[src/rtl/hazard_pkg.sv]
// ---------------------------------------------------------------------------
// hazard_pkg
//   Shared types for the RV32I hazard/forwarding controller.
//   fwd_sel_t   : execute-stage operand mux select
//   hz_state_t  : pipeline freeze FSM state
//   RESULT_LOAD : ResultSrcD encoding that marks a load
// ---------------------------------------------------------------------------
package hazard_pkg;

   typedef enum logic [1:0] {
      FWD_RF  = 2'b00,   // operand from register file (RD1E/RD2E)
      FWD_WB  = 2'b01,   // operand from writeback result (WD3)
      FWD_ALU = 2'b10    // operand from ALUResultM
   } fwd_sel_t;

   typedef enum logic {
      RUN      = 1'b0,
      MEM_WAIT = 1'b1
   } hz_state_t;

   localparam logic [1:0] RESULT_LOAD = 2'b01;

endpackage

[src/rtl/hazard_ctrl_if.sv]
// ---------------------------------------------------------------------------
// hazard_ctrl_if
//   Pipeline <-> hazard controller signal bundle.
//   master : pipeline side (drives decode/execute/memory status, reads controls)
//   slave  : hazard controller side
//   Inputs to controller : Rs1D, Rs2D, RdD, RegWriteD, ResultSrcD, MemOpD,
//                          PCSrcE, MemBusyM
//   Outputs              : ForwardAE, ForwardBE, StallF/D/E/M/W, FlushD/E,
//                          MemTimeout
// ---------------------------------------------------------------------------
interface hazard_ctrl_if #(
   parameter int REG_AW = 5
);
   logic [REG_AW-1:0] Rs1D;
   logic [REG_AW-1:0] Rs2D;
   logic [REG_AW-1:0] RdD;
   logic              RegWriteD;
   logic [1:0]        ResultSrcD;
   logic              MemOpD;
   logic              PCSrcE;
   logic              MemBusyM;

   logic [1:0]        ForwardAE;
   logic [1:0]        ForwardBE;
   logic              StallF;
   logic              StallD;
   logic              StallE;
   logic              StallM;
   logic              StallW;
   logic              FlushD;
   logic              FlushE;
   logic              MemTimeout;

   modport master (
      output Rs1D, Rs2D, RdD, RegWriteD, ResultSrcD, MemOpD, PCSrcE, MemBusyM,
      input  ForwardAE, ForwardBE, StallF, StallD, StallE, StallM, StallW,
             FlushD, FlushE, MemTimeout
   );

   modport slave (
      input  Rs1D, Rs2D, RdD, RegWriteD, ResultSrcD, MemOpD, PCSrcE, MemBusyM,
      output ForwardAE, ForwardBE, StallF, StallD, StallE, StallM, StallW,
             FlushD, FlushE, MemTimeout
   );
endinterface

[src/rtl/hazard_stage_track.sv]
// ---------------------------------------------------------------------------
// hazard_stage_track
//   One shadow pipeline-stage register. Holds while stalled, loads an all-zero
//   (invalid) entry when flushed, otherwise captures the previous stage.
//   clk, rst : clock, synchronous active-high reset (entry cleared)
//   stall_i  : hold current entry
//   flush_i  : load an invalid entry on advance
//   d_i      : entry from the previous stage
//   q_o      : current entry
// ---------------------------------------------------------------------------
module hazard_stage_track #(
   parameter int W = 8
) (
   input  logic         clk,
   input  logic         rst,
   input  logic         stall_i,
   input  logic         flush_i,
   input  logic [W-1:0] d_i,
   output logic [W-1:0] q_o
);
   logic [W-1:0] entry_q;

   always_ff @(posedge clk) begin
      if (rst) begin
         entry_q <= '0;
      end else if (!stall_i) begin
         // All-zero entry has RegWrite=0 and MemOp=0, i.e. a bubble.
         entry_q <= flush_i ? '0 : d_i;
      end
   end

   assign q_o = entry_q;
endmodule

[src/rtl/hazard_ctrl.sv]
// ---------------------------------------------------------------------------
// hazard_ctrl
//   Hazard/forwarding controller for a 5-stage RV32I pipeline. Shadows the
//   E/M/W destination registers, drives the execute operand forwarding selects,
//   resolves load-use and taken-branch hazards, and freezes the whole pipe
//   while data memory reports busy for a memory op in M.
//   clk, rst : clock, synchronous active-high reset
//   hz       : hazard_ctrl_if slave (decode/execute/memory status in,
//              Forward*/Stall*/Flush*/MemTimeout out)
// ---------------------------------------------------------------------------
module hazard_ctrl
   import hazard_pkg::*;
#(
   parameter int REG_AW   = 5,
   parameter int MAX_WAIT = 16,
   parameter int CNT_W    = 5
) (
   input  logic         clk,
   input  logic         rst,
   hazard_ctrl_if.slave hz
);
   localparam int EW = 3*REG_AW + 3;   // {Rs1,Rs2,Rd,RegWrite,IsLoad,MemOp}
   localparam int MW = REG_AW + 2;     // {Rd,RegWrite,MemOp}
   localparam int WW = REG_AW + 1;     // {Rd,RegWrite}; MemOp has no consumer past M
   localparam logic [CNT_W-1:0] LAST_IDX = CNT_W'(MAX_WAIT - 1);

   // Shadow stages
   logic [EW-1:0]     e_d, e_q;
   logic [MW-1:0]     m_d, m_q;
   logic [WW-1:0]     w_d, w_q;
   logic [REG_AW-1:0] rs1_e, rs2_e, rd_e, rd_m, rd_w;
   logic              reg_write_e, is_load_e, mem_op_e;
   logic              reg_write_m, mem_op_m, reg_write_w;
   logic              is_load_d;

   // Control
   hz_state_t         state_q, state_d;
   logic [CNT_W-1:0]  cnt_q, cnt_d;
   logic              timeout_q, timeout_hit;
   logic              d_bubble_q;
   logic              stall_all, stall_fd, flush_d, flush_e;
   logic              load_use;

   assign is_load_d = (hz.ResultSrcD == RESULT_LOAD);
   assign e_d = {hz.Rs1D, hz.Rs2D, hz.RdD, hz.RegWriteD, is_load_d, hz.MemOpD};
   assign {rs1_e, rs2_e, rd_e, reg_write_e, is_load_e, mem_op_e} = e_q;
   assign m_d = {rd_e, reg_write_e, mem_op_e};
   assign {rd_m, reg_write_m, mem_op_m} = m_q;
   assign w_d = {rd_m, reg_write_m};
   assign {rd_w, reg_write_w} = w_q;

   // A D entry flushed last cycle is a bubble, so E must not capture it.
   hazard_stage_track #(.W(EW)) u_stage_e (
      .clk     (clk),
      .rst     (rst),
      .stall_i (stall_all),
      .flush_i (flush_e | d_bubble_q),
      .d_i     (e_d),
      .q_o     (e_q)
   );

   hazard_stage_track #(.W(MW)) u_stage_m (
      .clk     (clk),
      .rst     (rst),
      .stall_i (stall_all),
      .flush_i (1'b0),
      .d_i     (m_d),
      .q_o     (m_q)
   );

   hazard_stage_track #(.W(WW)) u_stage_w (
      .clk     (clk),
      .rst     (rst),
      .stall_i (stall_all),
      .flush_i (1'b0),
      .d_i     (w_d),
      .q_o     (w_q)
   );

   // Forwarding: M has the newer value so it wins over W; x0 never forwards.
   logic [REG_AW-1:0] rs_e    [2];
   fwd_sel_t          fwd_sel [2];

   assign rs_e[0] = rs1_e;
   assign rs_e[1] = rs2_e;

   for (genvar gi = 0; gi < 2; gi++) begin : g_fwd
      logic hit_m, hit_w;
      assign hit_m = reg_write_m && (rd_m != '0) && (rd_m == rs_e[gi]);
      assign hit_w = reg_write_w && (rd_w != '0) && (rd_w == rs_e[gi]);
      assign fwd_sel[gi] = hit_m ? FWD_ALU : (hit_w ? FWD_WB : FWD_RF);
   end

   assign load_use = is_load_e && (rd_e != '0) &&
                     ((rd_e == hz.Rs1D) || (rd_e == hz.Rs2D));

   // FSM next state, wait counter and stall/flush decode
   always_comb begin
      state_d     = state_q;
      cnt_d       = cnt_q;
      timeout_hit = 1'b0;
      stall_all   = 1'b0;
      stall_fd    = 1'b0;
      flush_d     = 1'b0;
      flush_e     = 1'b0;

      case (state_q)
         RUN: begin
            if (hz.MemBusyM && mem_op_m) begin
               // First busy cycle counts as wait index 0; counter starts at 1
               // for the next one.
               state_d     = MEM_WAIT;
               stall_all   = 1'b1;
               cnt_d       = CNT_W'(1);
               timeout_hit = (LAST_IDX == '0);
            end
         end
         MEM_WAIT: begin
            if (hz.MemBusyM) begin
               stall_all   = 1'b1;
               cnt_d       = (cnt_q == {CNT_W{1'b1}}) ? cnt_q : cnt_q + CNT_W'(1);
               // >= keeps the flag asserting if the counter ever saturates.
               timeout_hit = (cnt_q >= LAST_IDX);
            end else begin
               state_d = RUN;
               cnt_d   = '0;
            end
         end
         default: begin
            state_d = RUN;
            cnt_d   = '0;
         end
      endcase

      // When the pipe is not frozen (including the cycle busy drops) the
      // normal hazards apply; a taken branch discards the dependent instr.
      if (!stall_all) begin
         if (hz.PCSrcE) begin
            flush_d = 1'b1;
            flush_e = 1'b1;
         end else if (load_use) begin
            stall_fd = 1'b1;
            flush_e  = 1'b1;
         end
      end
   end

   always_ff @(posedge clk) begin
      if (rst) begin
         state_q    <= RUN;
         cnt_q      <= '0;
         timeout_q  <= 1'b0;
         d_bubble_q <= 1'b0;
      end else begin
         state_q   <= state_d;
         cnt_q     <= cnt_d;
         timeout_q <= timeout_q | timeout_hit;
         if (!(stall_all | stall_fd)) begin
            d_bubble_q <= flush_d;
         end
      end
   end

   assign hz.ForwardAE  = fwd_sel[0];
   assign hz.ForwardBE  = fwd_sel[1];
   assign hz.StallF     = stall_all | stall_fd;
   assign hz.StallD     = stall_all | stall_fd;
   assign hz.StallE     = stall_all;
   assign hz.StallM     = stall_all;
   assign hz.StallW     = stall_all;
   assign hz.FlushD     = flush_d;
   assign hz.FlushE     = flush_e;
   assign hz.MemTimeout = timeout_q | timeout_hit;
endmodule

[src/flat_wrapper.sv]
// flat-port wrapper written by rule: the top's interface ports become plain ports
module hazard_ctrl_flat import hazard_pkg::*;
#(
   parameter int REG_AW   = 5,
   parameter int MAX_WAIT = 16,
   parameter int CNT_W    = 5
)
  (clk, rst, hz_Rs1D, hz_Rs2D, hz_RdD, hz_RegWriteD, hz_ResultSrcD, hz_MemOpD, hz_PCSrcE, hz_MemBusyM, hz_ForwardAE, hz_ForwardBE, hz_StallF, hz_StallD, hz_StallE, hz_StallM, hz_StallW, hz_FlushD, hz_FlushE, hz_MemTimeout);
  hazard_ctrl_if #(.REG_AW(REG_AW)) hz_i ();
  input  logic clk;
  input  logic rst;
  input wire logic [$bits(hz_i.Rs1D)-1:0] hz_Rs1D;
  input wire logic [$bits(hz_i.Rs2D)-1:0] hz_Rs2D;
  input wire logic [$bits(hz_i.RdD)-1:0] hz_RdD;
  input wire logic [$bits(hz_i.RegWriteD)-1:0] hz_RegWriteD;
  input wire logic [$bits(hz_i.ResultSrcD)-1:0] hz_ResultSrcD;
  input wire logic [$bits(hz_i.MemOpD)-1:0] hz_MemOpD;
  input wire logic [$bits(hz_i.PCSrcE)-1:0] hz_PCSrcE;
  input wire logic [$bits(hz_i.MemBusyM)-1:0] hz_MemBusyM;
  output wire logic [$bits(hz_i.ForwardAE)-1:0] hz_ForwardAE;
  output wire logic [$bits(hz_i.ForwardBE)-1:0] hz_ForwardBE;
  output wire logic [$bits(hz_i.StallF)-1:0] hz_StallF;
  output wire logic [$bits(hz_i.StallD)-1:0] hz_StallD;
  output wire logic [$bits(hz_i.StallE)-1:0] hz_StallE;
  output wire logic [$bits(hz_i.StallM)-1:0] hz_StallM;
  output wire logic [$bits(hz_i.StallW)-1:0] hz_StallW;
  output wire logic [$bits(hz_i.FlushD)-1:0] hz_FlushD;
  output wire logic [$bits(hz_i.FlushE)-1:0] hz_FlushE;
  output wire logic [$bits(hz_i.MemTimeout)-1:0] hz_MemTimeout;
  assign hz_i.Rs1D = hz_Rs1D;
  assign hz_i.Rs2D = hz_Rs2D;
  assign hz_i.RdD = hz_RdD;
  assign hz_i.RegWriteD = hz_RegWriteD;
  assign hz_i.ResultSrcD = hz_ResultSrcD;
  assign hz_i.MemOpD = hz_MemOpD;
  assign hz_i.PCSrcE = hz_PCSrcE;
  assign hz_i.MemBusyM = hz_MemBusyM;
  assign hz_ForwardAE = hz_i.ForwardAE;
  assign hz_ForwardBE = hz_i.ForwardBE;
  assign hz_StallF = hz_i.StallF;
  assign hz_StallD = hz_i.StallD;
  assign hz_StallE = hz_i.StallE;
  assign hz_StallM = hz_i.StallM;
  assign hz_StallW = hz_i.StallW;
  assign hz_FlushD = hz_i.FlushD;
  assign hz_FlushE = hz_i.FlushE;
  assign hz_MemTimeout = hz_i.MemTimeout;
  hazard_ctrl #(.REG_AW(REG_AW), .MAX_WAIT(MAX_WAIT), .CNT_W(CNT_W)) u_core (.clk(clk), .rst(rst), .hz(hz_i));
endmodule
[config.mk]
export PLATFORM = sky130hd
export DESIGN_NAME = hazard_ctrl_flat
export DESIGN_NICKNAME = d
export VERILOG_FILES = /design/src/rtl/hazard_pkg.sv /design/src/rtl/hazard_ctrl_if.sv /design/src/rtl/hazard_stage_track.sv /design/src/rtl/hazard_ctrl.sv /design/src/flat_wrapper.sv
export SDC_FILE = /design/constraint.sdc
export NUM_CORES = 1
export LEC_CHECK = 0
export ABC_AREA = 1
export CORE_UTILIZATION = 40
export CTS_BUF_LIST = sky130_fd_sc_hd__clkbuf_16
export DETAILED_ROUTE_END_ITERATION = 6
export PLACE_DENSITY = 0.61
export REMOVE_ABC_BUFFERS = 1
export SETUP_SLACK_MARGIN = 0.3
export SLEW_MARGIN = 5
export SYNTH_ARGS = -nofsm -noshare
export SYNTH_HDL_FRONTEND = slang
export SYNTH_HIERARCHICAL = 1
export SYNTH_SLANG_ARGS = --single-unit
[constraint.sdc]
create_clock -name clk -period 1.9 [get_ports clk]
set_clock_uncertainty 0.15 [all_clocks]
set_input_delay 0.38 -clock clk [delete_from_list [all_inputs] [get_ports clk]]
set_output_delay 0.38 -clock clk [all_outputs]
set_load 0.02 [all_outputs]
==> results.py, run 1 <==
metrics = {
    "global_routing": {
        "antenna_found_initial": 0,
        "grt_use_total_pct": 20.9,
        "grt_pass1_wl_um": 8670,
        "grt_overflow": 0,
        "grt_pass1_vias": 1939,
        "grt_start_max_net_pins": 39,
    },
    "synthesis": {
        "ys_seq_area_share_pct": 37.8,
        "syn_inst": 293,
        "synth_fa_ha_area_share_pct": 1.82,
        "synth_top_family_by_area": "simple AND/OR/NAND/NOR gates",
        "synth_simple_gate_area_share_pct": 29.9,
        "synth_most_common_cell": "nand2_1",
        "synth_commonest_cells": "nand2_1, a21oi_1, dfxtp_1, inv_1, nor2_1",
        "synth.mux.area_fraction_pct": 0,
        "synth-seq-cells": 39,
        "synth-async-reset-ratio_pct": 0,
        "synth-compound-area-share_pct": 11.6,
        "synth_flop_cell": "dfxtp_1",
        "yosys.area_share.xor_xnor_pct": 9.33,
        "synth_top_area_share_pct": 37.8,
        "synthDistinctLibCells": 28,
        "avgSynthCellArea_sq_um": 7.05,
        "synth_area_sq_mm": 0.00206,
        "synth_largest_area_cell": "dfxtp_1",
        "synthTopCellsByArea": "dfxtp_1, nand2_1, a21oi_1",
        "yosysWarnings": 6,
        "synth_edf_count": 0,
    },
    "setup_path": {
        "endpoint_kind": "output pin",
        "critPathTopFamily": "simple AND/OR/NAND/NOR gates",
        "cpMostUsedCell": "nand2_2",
        "cp_slowest_cell": "dfxtp_4",
        "path_buf_inv": 2,
        "crit_type": "flop to output pin",
        "worstPathCellList": "inv_4 -> nand2_2 -> nand2_2 -> nor2_2 -> nand3_1 -> nand2_2 -> nand2_2 -> o21ai_4 -> buf_6",
        "required_ns": 1.37,
        "cp.arrival_ns": 1.51,
        "start_kind": "flop",
        "worst-path-max-fanout": 5,
        "critical_path.max_stage_delay_ns": 0.37,
    },
    "die": {
        "floorplan.initialDensity_pct": 42.6,
        "die_w_um": 73.8,
        "fp.dieH_um": 73.8,
        "core_area_sq_mm": 0.00485,
        "top_level_ports": 35,
        "row_count": 25,
        "die-area_sq_mm": 0.00545,
    },
    "finish": {
        "fill_cells": 387,
        "diodes": 0,
        "drive_gt1_share_pct": 45.4,
        "multi_input_area_sq_mm": 0.00146,
        "fin_util_pct": 70.0,
        "seqCellArea_sq_um": 836,
        "areaGrowthSynthToFinish_pct": 64.5,
        "fin_nets": 406,
    },
    "clock_tree": {
        "cts-root-buf": "clkbuf_16",
        "cts.path.max_buffers": 2,
        "path_clk_slew_ns": 0.06,
        "cts_hold_buf": 0,
        "clock_latency_ns": 0.28,
        "cts_buffers": 5,
        "clock_sinks": 39,
        "cts_tree": "yes",
        "h-tree-depth": 2,
    },
    "detailed_routing": {
        "ant_nets": 0,
        "first_pass_iters": 5,
        "routed_wl_um": 5580,
        "drc": 0,
        "via_per_inst": 4.71,
        "drtIter0Drc": 119,
        "via_count": 2109,
        "wl_per_cell_um": 12.5,
    },
    "status": {
        "violations": "negative setup slack",
        "outcome": "complete, but fails checks",
    },
    "run": {
        "maxCapViolCount": 0,
    },
    "timing": {
        "finalHoldViolations": 0,
        "rsz0062_at_grt": "yes",
        "period_minus_slack_ns": 2.04,
        "fin_setup_tns_ns": -1.75,
        "hold_ws_ns": 0.305,
        "setup_viol": 25,
        "fin_crit_sh_pct": 107,
        "fin_ws_ns": -0.136,
        "max_freq_mhz": 491,
        "final_max_slew_viol_count": 0,
    },
    "power": {
        "seq_power_share_pct": 43.9,
        "clkPwrFrac_pct": 41.4,
        "internal-power_uw": 1460,
        "p_sw_uw": 495,
        "power_uw": 1950,
        "vdd_drop_max_mv": 0.555,
        "sw_frac_of_total_pct": 25.4,
        "p_leak_uw": 0.00147,
        "comb_power_share_pct": 14.7,
        "cellPowerDensity_mw_per_mm2": 574,
    },
    "placed_design": {
        "dpl.hpwl_um": 3420,
        "portBuffers": 34,
        "place.gp.congestion": 0.854,
    },
    "min_path": {
        "worstHoldPathType": "flop to flop",
    },
}
metrics by stage:
stage | std cells | setup slack [ns] | area (sq um)
6_report | 448 | -0.136 | 3400
5_1_grt | 448 | -0.158 | 3400
4_1_cts | 446 | -0.132 | 3180
3_5_place_dp | 430 | -0.985 | 2760
3_3_place_gp | 430 | -0.877 | 2760
2_1_floorplan | 283 | -1.36 | 1980
layout make-up:
type / instances / share of cell area [%]
clock buffer: 5 / 3.68
inverter: 27 / 3.13
clock inverter: 3 / 0.590
timing repair buffer: 87 / 22.7
sequential: 39 / 24.6
multi-input combinational: 220 / 42.9
tap: 67 / 2.47
repair_timing:
item / in CTS / in global routing
setup endpoints to repair: 47 / 35
setup buffers: 5 / 2
gates cloned: 3 / 0
resized for setup: 163 / 53
pin swaps: 37 / 25
kinds of logic (layout without fill, tap and decap cells):
kind of cell             count (synthesis)  after routing
adder cells (fa/ha/maj)                  3              3
AO/OA/AOI/OAI                           46             46
XOR/XNOR                                22             22
other                                    1              2
buffers and inverters                   38            122
AND/OR/NAND/NOR                        144            147
flip-flops                              39             39
state kept, by name, summed over array words and instances (netlist names):
signal and flops:
u_core/d_bubble_q 1, u_core/timeout_q 1, u_core/u_stage_w/q_o 6, u_core/u_stage_e/q_o 18, u_core/state_q 1, u_core/cnt_q 5, u_core/u_stage_m/q_o 7
worst register-to-register path, delay by kind of cell (launching register included):
family	cells	cell delay (ns)
simple gates	6	0.88
buf+inv	3	0.22
flops	1	0.36
compound gates	2	0.31
worst paths after layout:
check                                            start                                   end  slack (ns)  cells past startpoint
hold / removal    u_core/u_stage_e/q_o[0]$_SDFFE_PP0N_  u_core/u_stage_m/q_o[0]$_SDFFE_PP0N_        0.30                      2
setup / recovery  u_core/u_stage_e/q_o[4]$_SDFFE_PP0N_                             hz_StallD       -0.14                      9
hold reg to reg   u_core/u_stage_e/q_o[0]$_SDFFE_PP0N_  u_core/u_stage_m/q_o[0]$_SDFFE_PP0N_        0.30                      2
setup reg to reg  u_core/u_stage_e/q_o[4]$_SDFFE_PP0N_  u_core/u_stage_e/q_o[2]$_SDFFE_PP0N_       -0.09                     11
layer usage:
metal / vias up / part of all wire [%] / global-route usage, %
met1: 956 / 44 / 25.6
met4: 0 / 2.6 / 7.05
li1: 1096 / - / -
met3: 12 / 3.0 / 4.12
met2: 45 / 51 / 36.3
met5: - / 0 / 0
power by group through the flow:
stage	Sequential (uW)	Combinational (uW)	Clock (uW)
after CTS	855	262	822
after global placement	875	231	0
after detailed placement	875	233	0
final	856	287	808
after floorplan	873	102	0
after global routing	859	309	857
cells in the final DEF (no fill, tap or decap), drive strengths merged:
master	count
a211oi	1
xor2	7
ha	3
dfxtp	39
clkbuf	5
clkdlybuf4s50	10
xnor2	15
inv	27
a21oi	40
nor2	24
clkinvlp	2
dlygate4sd2	9
nand3	7
nand4	2
nand2	107
clkinv	1
or2	1
buf	66
nor3	4
nor4	2
o21ai	5
conb	2
clkdlybuf4s15	2
(Power assumes the default switching activity.)
==> inputs of run 2 (changes only) <==
==> constraint.sdc (replaced) <==
create_clock -name clk -period 1.9 [get_ports clk]
set_clock_uncertainty 0.15 [all_clocks]
set_input_delay 0.57 -clock clk [delete_from_list [all_inputs] [get_ports clk]]
set_output_delay 0.57 -clock clk [all_outputs]
set_load 0.02 [all_outputs]
==> results.py, run 2 (synthesis gave the netlist of run 1 again) <==
metrics = {
    "setup_path": {
        "required_ns": 1.18,
        "cp.arrival_ns": 1.48,
        "worst-path-max-fanout": 4,
        "start_kind": "flop",
        "reg2regPathDepth": 14,
        "crit_type": "flop to output pin",
        "cp_slowest_cell": "dfxtp_4",
        "endpoint_kind": "output pin",
        "r2r_setup_slack_ns": -0.14,
        "worstPathCellList": "nor2_1 -> nand2_2 -> o21ai_4 -> nor4_2 -> buf_4 -> nor2_2 -> buf_6",
        "critical_path.max_stage_delay_ns": 0.36,
        "reg2reg_from": "u_core/cnt_q[0]$_SDFFE_PP0P_",
        "r2r_end": "u_core/timeout_q$_SDFF_PP0_",
    },
    "finish": {
        "most-common-layout-cells": "nand2_1, buf_4, buf_6",
        "multi_input_area_sq_mm": 0.00146,
        "seqCellArea_sq_um": 827,
        "drive_gt1_share_pct": 50.8,
        "design_area_sq_mm": 0.00364,
        "areaGrowthSynthToFinish_pct": 76.4,
        "fin_nets": 423,
        "diodes": 0,
        "fill_cells": 346,
        "stdcell_count": 465,
        "layout_commonest_cell": "nand2_1",
        "largest_reg_flops": 18,
    },
    "global_routing": {
        "grt_use_total_pct": 21.6,
        "grt_use_met3_pct": 4.53,
        "grt-busiest-layer": "met2",
        "met1_usage_pct": 25.7,
        "grt_pass1_wl_um": 8810,
        "grt_overflow": 0,
        "grt_start_max_net_pins": 35,
        "grt_use_met2_pct": 37.5,
        "antenna_found_initial": 0,
        "grt_pass1_vias": 2012,
    },
    "timing": {
        "fin_setup_tns_ns": -3.00,
        "period_minus_slack_ns": 2.20,
        "fin_ws_ns": -0.301,
        "fin_crit_sh_pct": 116,
        "max_freq_mhz": 454,
        "final_max_slew_viol_count": 0,
        "finalHoldViolations": 0,
        "rsz0062_at_grt": "yes",
        "setup_viol": 25,
    },
    "status": {
        "outcome": "complete, but fails checks",
        "violations": "negative setup slack",
    },
    "detailed_routing": {
        "drc": 0,
        "first_pass_iters": 4,
        "wl_per_cell_um": 12.7,
        "via_per_inst": 4.76,
        "routed_wl_um": 5930,
        "via_count": 2215,
        "ant_nets": 0,
        "drtIter0Drc": 119,
    },
    "clock_tree": {
        "cts_buffers": 5,
        "cts_tree": "yes",
        "path_clk_slew_ns": 0.06,
        "clock_sinks": 39,
        "cts_hold_buf": 0,
        "cts.path.max_buffers": 2,
        "cts-root-buf": "clkbuf_16",
        "clock_latency_ns": 0.28,
        "h-tree-depth": 2,
    },
    "die": {
        "die_w_um": 73.8,
        "die-area_sq_mm": 0.00545,
        "top_level_ports": 35,
        "floorplan.initialDensity_pct": 42.6,
        "core_area_sq_mm": 0.00485,
        "row_count": 25,
        "fp.dieH_um": 73.8,
    },
    "placed_design": {
        "portBuffers": 34,
        "place.gp.congestion": 0.849,
        "dp_slack_ns": -1.27,
        "dp_cells": 433,
        "dpl.hpwl_um": 3450,
        "dpl_cell_area_sq_mm": 0.00278,
    },
    "power": {
        "p_leak_uw": 0.00159,
        "vdd_drop_max_mv": 0.427,
        "cellPowerDensity_mw_per_mm2": 581,
    },
    "min_path": {
        "hold_start": "u_core/u_stage_e/q_o[0]$_SDFFE_PP0N_",
        "worstHoldPathType": "flop to flop",
        "hold_end": "u_core/u_stage_m/q_o[0]$_SDFFE_PP0N_",
        "min_path_cells": 2,
    },
    "run": {
        "maxCapViolCount": 0,
    },
}
==> run 2: cell count changes in the layout (fill, tap and decap cells not counted), sizes merged <==
cell           before  now
buf                66   96
dlygate4sd2         9    0
nor2               24   21
clkinvlp            2    0
bufinv              0    1
clkdlybuf4s15       2    1
clkinv              1    2
==> run 2: worst max-delay path, delay by kind of cell (launching register included) <==
family	cells	cell delay, ns
and+or+nand+nor	4	0.38
AOI/OAI and AO/OA	1	0.19
DFF	1	0.36
buffers and inverters	2	0.26
==> run 2: worst max-delay path by stage <==
stage / startpoint / slack, ns / cells after the start / endpoint
2_1_floorplan: hz_MemBusyM / -1.55 / 9 / u_core/u_stage_e/q_o[0]$_SDFFE_PP0N_
3_3_place_gp: hz_Rs2D[1] / -1.26 / 10 / hz_StallD
3_5_place_dp: hz_Rs2D[1] / -1.27 / 10 / hz_StallF
4_1_cts: u_core/u_stage_e/q_o[3]$_SDFFE_PP0N_ / -0.33 / 9 / hz_StallF
5_1_grt: u_core/cnt_q[0]$_SDFFE_PP0P_ / -0.38 / 8 / hz_MemTimeout
6_report: u_core/u_stage_m/q_o[4]$_SDFFE_PP0N_ / -0.30 / 7 / hz_ForwardBE[0]
==> run 2: power breakdown <==
group,total [uW],leakage [uW],switching (uW),internal (uW)
Sequential,857,0.000329,25.0,832
Clock,932,0.0000812,320,612
Combinational,328,0.00118,148,180
==> run 2: stage by stage <==
| stage | total power, uW | hold WS, ns | util, % |
|---|---|---|---|
| after floorplan | 975 | 0.280 | - |
| after global placement | 1110 | 0.294 | 57.4 |
| after detailed placement | 1110 | 0.305 | 57.4 |
| after CTS | 2110 | 0.314 | 69.9 |
| after global routing | 2190 | 0.334 | 75.1 |
| final | 2120 | 0.306 | 75.1 |
==> run 2: area by class of cell <==
type                       instances  area share, %
clock buffer                       5           3.44
clock inverter                     3           1.07
inverter                          27           2.92
multi-input combinational        217           40.1
sequential                        39           22.7
tap                               67           2.30
timing repair buffer             107           27.5
==> run 2: metal layers <==
layer  vias to the layer above  wire [um]
li1                       1134          -
met5                         -          0
met3                         9        179
met4                         0        123
met2                        44       3110
met1                      1028       2520
==> run 2: timing repair <==
action,CTS,global route
gates resized for setup,207,62
setup buffers,22,1
setup endpoints to repair,50,49
cloned,1,0
pin swaps,41,27
==> inputs of run 3 (changes only) <==
ABC_AREA = 0   (was 1)
==> results.py, run 3 <==
metrics = {
    "synthesis": {
        "synth_top_family_by_area": "simple AND/OR/NAND/NOR gates",
        "synth.mux.area_fraction_pct": 0.460,
        "synthDistinctLibCells": 41,
        "ys_seq_area_share_pct": 35.9,
        "synth-seq-cells": 39,
        "avgSynthCellArea_sq_um": 8.78,
        "syn_inst": 248,
        "synth-async-reset-ratio_pct": 0,
        "synth_commonest_cells": "dfxtp_1, nand2_1, nand2b_1, xor2_1",
        "synth_flop_cell": "dfxtp_1",
        "synth_top_area_share_pct": 35.9,
        "synth_largest_area_cell": "dfxtp_1",
        "synth-compound-area-share_pct": 17.1,
        "synth_simple_gate_area_share_pct": 26.4,
        "yosys.area_share.xor_xnor_pct": 12.1,
        "synth_area_sq_mm": 0.00218,
        "yosysWarnings": 6,
        "synthTopCellsByArea": "dfxtp_1, xor2_1, nand2b_1",
        "synth_edf_count": 0,
        "synth_fa_ha_area_share_pct": 1.72,
        "synth_most_common_cell": "dfxtp_1",
    },
    "setup_path": {
        "start_kind": "flop",
        "cp.arrival_ns": 1.79,
        "critPathTopFamily": "simple AND/OR/NAND/NOR gates",
        "worst-path-max-fanout": 2,
        "crit_type": "flop to output pin",
        "cp_slowest_cell": "or4_4",
        "reg2reg_from": "u_core/u_stage_e/q_o[4]$_SDFFE_PP0N_",
        "path_buf_inv": 1,
        "cp-startpoint": "u_core/u_stage_m/q_o[4]$_SDFFE_PP0N_",
        "critical_path.max_stage_delay_ns": 0.54,
        "endpoint_kind": "output pin",
        "worstPathCellList": "or4_4 -> o21ai_4 -> nor4_4 -> nor4_2 -> buf_4",
        "required_ns": 1.18,
    },
    "finish": {
        "multi_input_area_sq_mm": 0.00160,
        "layout_commonest_cell": "buf_4",
        "design_area_sq_mm": 0.00356,
        "drive_gt1_share_pct": 50.3,
        "fin_nets": 369,
        "most-common-layout-cells": "buf_4, nand2_1, nand2b_1",
        "stdcell_count": 412,
        "diodes": 0,
        "largest_reg_flops": 18,
        "seqCellArea_sq_um": 806,
        "fill_cells": 420,
        "areaGrowthSynthToFinish_pct": 63.6,
    },
    "power": {
        "cellPowerDensity_mw_per_mm2": 539,
        "p_leak_uw": 0.00148,
        "vdd_drop_max_mv": 0.385,
    },
    "detailed_routing": {
        "via_per_inst": 4.95,
        "drtIter0Drc": 64,
        "via_count": 2039,
        "routed_wl_um": 5820,
        "drc": 0,
        "ant_nets": 0,
        "first_pass_iters": 4,
        "wl_per_cell_um": 14.1,
    },
    "timing": {
        "rsz0062_at_grt": "yes",
        "hold_ws_ns": 0.332,
        "fin_ws_ns": -0.614,
        "fin_crit_sh_pct": 132,
        "period_minus_slack_ns": 2.51,
        "max_freq_mhz": 398,
        "final_max_slew_viol_count": 0,
        "finalHoldViolations": 0,
        "setup_viol": 29,
    },
    "min_path": {
        "worstHoldPathType": "flop to flop",
        "hold_start": "u_core/u_stage_w/q_o[0]$_SDFFE_PP0N_",
    },
    "global_routing": {
        "grt_pass1_vias": 1970,
        "grt_start_max_net_pins": 29,
        "grt_use_total_pct": 22.1,
        "grt_pass1_wl_um": 9270,
        "antenna_found_initial": 0,
        "grt_overflow": 0,
    },
    "die": {
        "floorplan.initialDensity_pct": 42.1,
        "die_w_um": 75.8,
        "die-area_sq_mm": 0.00574,
        "row_count": 26,
        "top_level_ports": 35,
        "core_area_sq_mm": 0.00517,
        "fp.dieH_um": 75.8,
    },
    "status": {
        "outcome": "complete, but fails checks",
        "violations": "negative setup slack",
    },
    "clock_tree": {
        "h-tree-depth": 2,
        "cts.path.max_buffers": 2,
        "cts_tree": "yes",
        "clock_latency_ns": 0.28,
        "cts_buffers": 5,
        "cts-root-buf": "clkbuf_16",
        "clock_sinks": 39,
        "path_clk_slew_ns": 0.05,
    },
    "placed_design": {
        "dpl_cell_area_sq_mm": 0.00287,
        "dpl.hpwl_um": 3710,
        "portBuffers": 34,
        "place.gp.congestion": 0.817,
        "dp_cells": 390,
    },
    "run": {
        "maxCapViolCount": 0,
    },
}
run 3: cell types whose count changed in the layout (fill, tap and decap cells not counted), moves of 18 or more:
cell,delta
a21oi_1,-18
nand2b_1,+25
nand2_1,-51
xor2_1,+18
inv_1,-18
run 3: per-layer routing:
layer / share of wire (%) / vias up / GRT usage (%)
li1: - / 1042 / -
met1: 44 / 957 / 28.3
met2: 51 / 34 / 37.4
met3: 3.2 / 6 / 4.37
met4: 1.4 / 0 / 6.79
met5: 0 / - / 0
run 3: cell type report:
cell class	count	area share [%]
clock buffers	5	3.51
clock inverters	1	0.105
inverters	3	0.527
multi-input cells	196	45.0
flip-flops and latches	39	22.6
well taps	70	2.46
repair buffers	98	25.7
run 3: path summary, 6_finish.rpt:
path | end | slack, ns | depth (start not counted)
setup / recovery | hz_ForwardBE[0] | -0.61 | 5
hold / removal | u_core/u_stage_w/q_o[0]$_SDFFE_PP0N_ | 0.33 | 2
setup reg to reg | u_core/u_stage_e/q_o[16]$_SDFFE_PP0N_ | -0.21 | 7
hold reg to reg | u_core/u_stage_w/q_o[0]$_SDFFE_PP0N_ | 0.33 | 2
run 3: repair_timing:
item	in CTS	in global routing
hold buffers	0	0
pin swaps	40	16
hold endpoints to repair	0	0
gates resized for setup	183	39
setup endpoints to repair	50	43
setup buffers	9	5
cloned	2	0
run 3: cell families (layout without fill, tap and decap cells):
group	Yosys count	count (layout)
xor gates and xnor gates	30	30
other	1	8
DFF	39	39
and+or+nand+nor	103	103
adders and majority gates	3	3
buffers and inverters	20	107
AOI/OAI and AO/OA	51	51
muxes	1	1
run 3: power breakdown:
group          leakage [uW]  total (uW)  switching [uW]  internal, uW
Clock             0.0000669         760             294           466
Sequential         0.000325         858            20.5           838
Combinational       0.00109         300             140           160
Total               0.00148        1920             455          1460
run 3: stage by stage:
stage | power, uW | setup TNS, ns | utilization, % | worst slack, ns
final | 1920 | -7.77 | 68.8 | -0.614
after global routing | 2000 | -9.00 | 68.8 | -0.724
after CTS | 1910 | -5.47 | 65.3 | -0.632
after detailed placement | 1120 | -39.31 | 55.6 | -1.45
after global placement | 1120 | -38.77 | 55.6 | -1.41
after floorplan | 975 | -22.36 | - | -0.841
run 3: worst min-delay path: cells and delay by family (launching register included):
| family | cells | cell delay [ns] |
|---|---|---|
| AOI/OAI and AO/OA | 1 | 0.05 |
| DFF | 1 | 0.31 |
| and+or+nand+nor | 1 | 0.08 |
